[src/rtl/conv1d_pkg.sv]
// conv1d_pkg: shared constants and FSM state type for the 1-D convolution result path
package conv1d_pkg;
    localparam int PSUM_WIDTH_DEF = 16;
    localparam int SAT_LIMIT = 255;
    typedef enum logic [1:0] {IDLE, CAPTURE, DONE} state_t;
endpackage

[src/rtl/out_bram.sv]
// out_bram: simple dual-port read-first RAM, one write port and one registered read port
module out_bram #(
    parameter int WIDTH = 16,
    parameter int DEPTH = 16,
    parameter int AW = $clog2(DEPTH)
) (
    input  logic             clk,
    input  logic             rst,
    input  logic             we,
    input  logic [AW-1:0]    waddr,
    input  logic [WIDTH-1:0] wdata,
    input  logic             re,
    input  logic [AW-1:0]    raddr,
    output logic [WIDTH-1:0] rdata
);
    logic [WIDTH-1:0] mem [DEPTH];

    always_ff @(posedge clk)
        if (we) mem[waddr] <= wdata;

    // only the read register is reset; array contents survive reset
    always_ff @(posedge clk or posedge rst)
        if (rst) rdata <= '0;
        else if (re) rdata <= mem[raddr];
endmodule

[src/rtl/psum_bram_writer.sv]
// psum_bram_writer: captures one frame of array psums into an output BRAM with host readback
// Optional PSUM_SAT_EN: store min(psum_in >> SAT_SHIFT, 255) instead of the raw psum.
module psum_bram_writer import conv1d_pkg::*; #(
    parameter int PSUM_WIDTH = PSUM_WIDTH_DEF,
    parameter int ADDR_WIDTH = 4,
    parameter int NUM_OUT    = 5,
    parameter int SAT_SHIFT  = 0
) (
    input  logic                  clk,
    input  logic                  rst,
    input  logic                  start,
    input  logic                  valid_in,
    input  logic [PSUM_WIDTH-1:0] psum_in,
    input  logic                  rd_en,
    input  logic [ADDR_WIDTH-1:0] rd_addr,
    output logic [PSUM_WIDTH-1:0] rd_data,
    output logic                  rd_valid,
    output logic                  busy,
    output logic                  done,
    output logic [ADDR_WIDTH:0]   count,
    output logic                  drop_err
);
    localparam logic [ADDR_WIDTH:0] N = (ADDR_WIDTH+1)'(NUM_OUT);

    if (NUM_OUT < 1 || NUM_OUT > 2**ADDR_WIDTH || SAT_SHIFT < 0 || SAT_SHIFT >= PSUM_WIDTH) begin : g_bad_param
        $error("psum_bram_writer: NUM_OUT or SAT_SHIFT out of range");
    end

    state_t state, next_state;
    logic cap_we, rd_oor;
    logic [PSUM_WIDTH-1:0] wdata, bram_q;

    // start wins over valid_in, so a coincident psum is never written
    assign cap_we = valid_in && !start && state == CAPTURE;

`ifdef PSUM_SAT_EN
    logic [PSUM_WIDTH-1:0] shifted;
    assign shifted = psum_in >> SAT_SHIFT;
    assign wdata = shifted > PSUM_WIDTH'(SAT_LIMIT) ? PSUM_WIDTH'(SAT_LIMIT) : shifted;
`else
    assign wdata = psum_in;
`endif

    always_comb begin
        next_state = state;
        if (start) next_state = CAPTURE;
        else if (cap_we && count + 1'b1 == N) next_state = DONE;
    end

    always_ff @(posedge clk or posedge rst) begin
        if (rst) begin
            state    <= IDLE;
            busy     <= 1'b0;
            done     <= 1'b0;
            count    <= '0;
            drop_err <= 1'b0;
            rd_valid <= 1'b0;
            rd_oor   <= 1'b0;
        end else begin
            state    <= next_state;
            busy     <= next_state == CAPTURE;
            done     <= next_state == DONE;
            count    <= start ? '0 : cap_we ? count + 1'b1 : count;
            drop_err <= start ? valid_in : drop_err | (valid_in && state != CAPTURE);
            rd_valid <= rd_en;
            if (rd_en) rd_oor <= {1'b0, rd_addr} >= N;
        end
    end

    out_bram #(.WIDTH(PSUM_WIDTH), .DEPTH(2**ADDR_WIDTH), .AW(ADDR_WIDTH)) u_bram (
        .clk   (clk),
        .rst   (rst),
        .we    (cap_we),
        .waddr (count[ADDR_WIDTH-1:0]),
        .wdata (wdata),
        .re    (rd_en),
        .raddr (rd_addr),
        .rdata (bram_q)
    );

    // out-of-frame addresses read as zero; flag is held alongside the BRAM register
    assign rd_data = rd_oor ? '0 : bram_q;
endmodule

[config.mk]
export PLATFORM = sky130hd
export DESIGN_NAME = psum_bram_writer
export DESIGN_NICKNAME = d
export VERILOG_FILES = /design/src/rtl/conv1d_pkg.sv /design/src/rtl/out_bram.sv /design/src/rtl/psum_bram_writer.sv
export SDC_FILE = /design/constraint.sdc
export NUM_CORES = 1
export LEC_CHECK = 0
export BUFFER_PORTS_ARGS = -buffer_cell sky130_fd_sc_hd__buf_2
export CORE_MARGIN = 3
export CORE_UTILIZATION = 40
export CTS_BUF_LIST = sky130_fd_sc_hd__clkbuf_16
export DETAILED_ROUTE_END_ITERATION = 16
export PLACE_DENSITY_LB_ADDON = 0.05
export SYNTH_ARGS = -nofsm -noshare
export SYNTH_HDL_FRONTEND = slang
export SYNTH_SLANG_ARGS = --single-unit
[constraint.sdc]
create_clock -name clk -period 3.4 [get_ports clk]
set_input_delay 0.68 -clock clk [delete_from_list [all_inputs] [get_ports clk]]
set_output_delay 0.68 -clock clk [all_outputs]
set_load 0.02 [all_outputs]
==> impl_metrics.yaml <==
outcome:
  status: "complete, no violations"
power:
  p_leak_nw: 4.50
  finalPower_mw: 7.36
  vdd_drop_max_mv: 0.381
  internal-power_mw: 5.79
  pwr-share-seq: 0.529
  p_per_area_nw_per_um2: 571
  p_sw_mw: 1.56
  p_comb_frac: 0.056
  swShare: 0.213
  pwr-share-clk: 0.415
routing:
  vias: 5698
  via_per_inst: 5.42
  first_pass_iters: 4
  first_iter_violations: 474
  ant_nets: 0
  post-route-drc-count: 0
  wl_um: 27200
  wire_per_inst_um: 25.9
logic_synthesis:
  synth-warning-count: 0
  synth_cells: 578
  syn_area_um2: 11100
  synth_ff_type: "edfxtp_1"
  synthArstFlopShare: 0.0986
  synthDistinctLibCells: 38
  seq_area_frac_synth: 0.757
  syn_nets: 607
  synth.avg_cell_area_um2: 19.2
  ys_seq_elements: 284
  synth_edf_count: 256
critical_path:
  worst_path_max_delay_cell: "dfrtp_1"
  worst_ep_arrival_time_ns: 1.74
  cp-startpoint: "rd_oor"
  crit_chain: "nor2b_1, buf_2"
  max_stage_delay_ns: 0.81
  start_kind: "flip-flop"
  crit_fanout: 17
  reg2regPathDepth: 3
  path_class: "reg -> out"
  r2r_start: "count[2]"
  crit_cells: 2
  worstPathRequired_ns: 2.72
  path_delay_family: "flip-flops"
  path_buf_inv: 1
  end_kind: "primary output"
global_routing:
  grt_pass1_vias: 5888
  antenna_found_initial: 0
  grt_max_degree: 37
  grt_first_pass_wirelength_um: 39900
  overflow: 0
  grt_util_all_layers: 0.187
cts:
  cts_tree: "yes"
  clk_pin_slew_ns: 0.06
  cts_root_buf: "clkbuf_16"
  hold_buffers: 0
  cts.repair.resized: 0
  post_cts_buffers: 0
  cts_buffers: 30
  clkSinkCount: 284
  cts_htree_levels: 1
  clock_latency_ns: 0.54
  clockBufferDepth: 3
sta:
  setup_violations: 0
  fin_crit_sh: 0.711
  rsz0062_at_grt: "false"
  fin_hold_ws_ns: 0.282
  setup_slack_ns: 0.983
  setup_tns_ns: 0
  finalCriticalPeriod_ns: 2.42
  worst_pin_slew_ns: 0.905
  skew_ns: 0.00937
  finalMaxSlewViolations: 0
  max_freq_ghz: 0.414
  slew_headroom: 0.395
  hold_viol: 0
placed_design:
  place_inst: 995
  routabilityCongestion: 0.772
  dp.final_hpwl_um: 15800
  pre_cts_ws_ns: 0.849
  portBuffers: 49
hold_path:
  hold_class: "in -> async"
finish:
  n_fill_cell: 2292
  layout.cells.non_filler: 1051
  areaGrowthSynthToFinish_pct: 16.3
  multi_input_area_um2: 2500
  layout-drive-gt1-share: 0.255
  area.sequential_um2: 8390
  n_antenna_cell: 0
  layout.nets: 684
floorplanning:
  initial_core_util: 0.409
  die_w_um: 172
  rows: 60
  dieArea_um2: 29700
  core_um2: 27100
  io_pins: 50
  die_y_um: 172
flow_run:
  timing.max_cap.violations: 0
[placed cells by master (no fill, tap or decap), types with 2 or more instances in the layout]
master / count
edfxtp_1: 256
mux2i_1: 69
buf_2: 47
mux4_2: 38
clkbuf_16: 31
dfrtp_1: 28
buf_4: 21
inv_1: 20
a22oi_1: 20
o21ai_0: 18
nor2b_1: 14
nor2_2: 13
nor2_1: 10
a32oi_1: 10
nand2_1: 9
clkinv_1: 9
buf_12: 8
a221oi_1: 6
o221ai_1: 6
nand2b_1: 5
a21oi_1: 5
clkinv_2: 5
nor3_2: 4
ha_1: 4
o21ai_1: 2
and2_1: 2
nand3_1: 2
or3_1: 2
a21o_1: 2
bufinv_16: 2
[layout make-up]
cell class	count	area share
sequential	284	0.651
multi-input combinational	250	0.194
clock buffer	31	0.0602
timing repair buffer	76	0.0429
tap	372	0.0361
clock inverter	25	0.0121
inverter	13	0.00379
[path summary, 6_finish.rpt]
kind                                           to  slack, ns
worst max register to register  u_bram.mem[14][5]       1.37
min in group clk                         count[4]       0.44
max in group asynchronous        u_bram.rdata[10]       2.73
worst min register to register    u_bram.rdata[9]       0.49
worst min-delay path                         busy       0.28
worst max-delay path                  rd_data[15]       0.98
[per-stage QoR]
| stage | instance area, um^2 | util |
|---|---|---|
| after detailed placement | 12000 | 0.441 |
| after floorplan | 11100 | - |
| after global placement | 12000 | 0.441 |
| after CTS | 12900 | 0.476 |
| final | 12900 | 0.476 |
| after global routing | 12900 | 0.476 |
[registers in the layout (all words and copies together) (netlist names)]
signal / flops
u_bram.mem: 256
drop_err: 1
done: 1
busy: 1
u_bram.rdata: 16
count: 5
rd_oor: 1
rd_valid: 1
state: 2
[synth_stat cells, drive strengths merged, types with 2 or more instances]
master	instances	area (um^2)
dfrtp	28	701
a32oi	10	87.6
edfxtp	256	7690
nand2b	5	31.3
mux2i	69	691
clkbuf	9	33.8
nor3	4	20.0
inv	13	48.8
nor2	23	88.8
a21o	2	15.0
a22oi	20	150
nor2b	14	87.6
buf	22	156
or3	2	12.5
o21ai	20	100
a221oi	6	52.6
nand3	2	10.0
nand2	9	33.8
ha	4	50.1
and2	2	12.5
a21oi	5	25.0
mux4	38	856
o221ai	6	52.6
[power by group through the flow]
stage               clock [mW]  sequential, mW  combinational (mW)
floorplan                    0            3.96               0.247
CTS                       3.11            3.89               0.422
global placement             0            3.96               0.414
finish                    3.05            3.89               0.412
global route              3.28            3.90               0.452
detailed placement           0            3.96               0.422
[metal layers]
layer / GRT usage / vias to the layer above / part of all wire
met5: 0 / - / 0
met4: 0.0396 / 0 / 0.016
met3: 0.0254 / 34 / 0.043
met2: 0.290 / 152 / 0.46
met1: 0.285 / 3037 / 0.48
li1: - / 2475 / -
[logic make-up (layout without fill, tap and decap cells)]
logic type	Yosys count	after routing	synth area share
adders and majority gates	4	4	0.00452
xor gates and xnor gates	2	2	0.00158
and+or+nand+nor	66	66	0.0305
DFF	284	284	0.757
AOI/OAI and AO/OA	71	71	0.0451
muxes	107	107	0.140
buffers and inverters	44	145	0.0216
[worst reg2reg max path, cell delays in order, from the launching register on]
cell	delay, ns
dfrtp_1	0.62
nand2_1	0.29
nor2_2	0.57
buf_12	0.23
(Power assumes the default switching activity.)
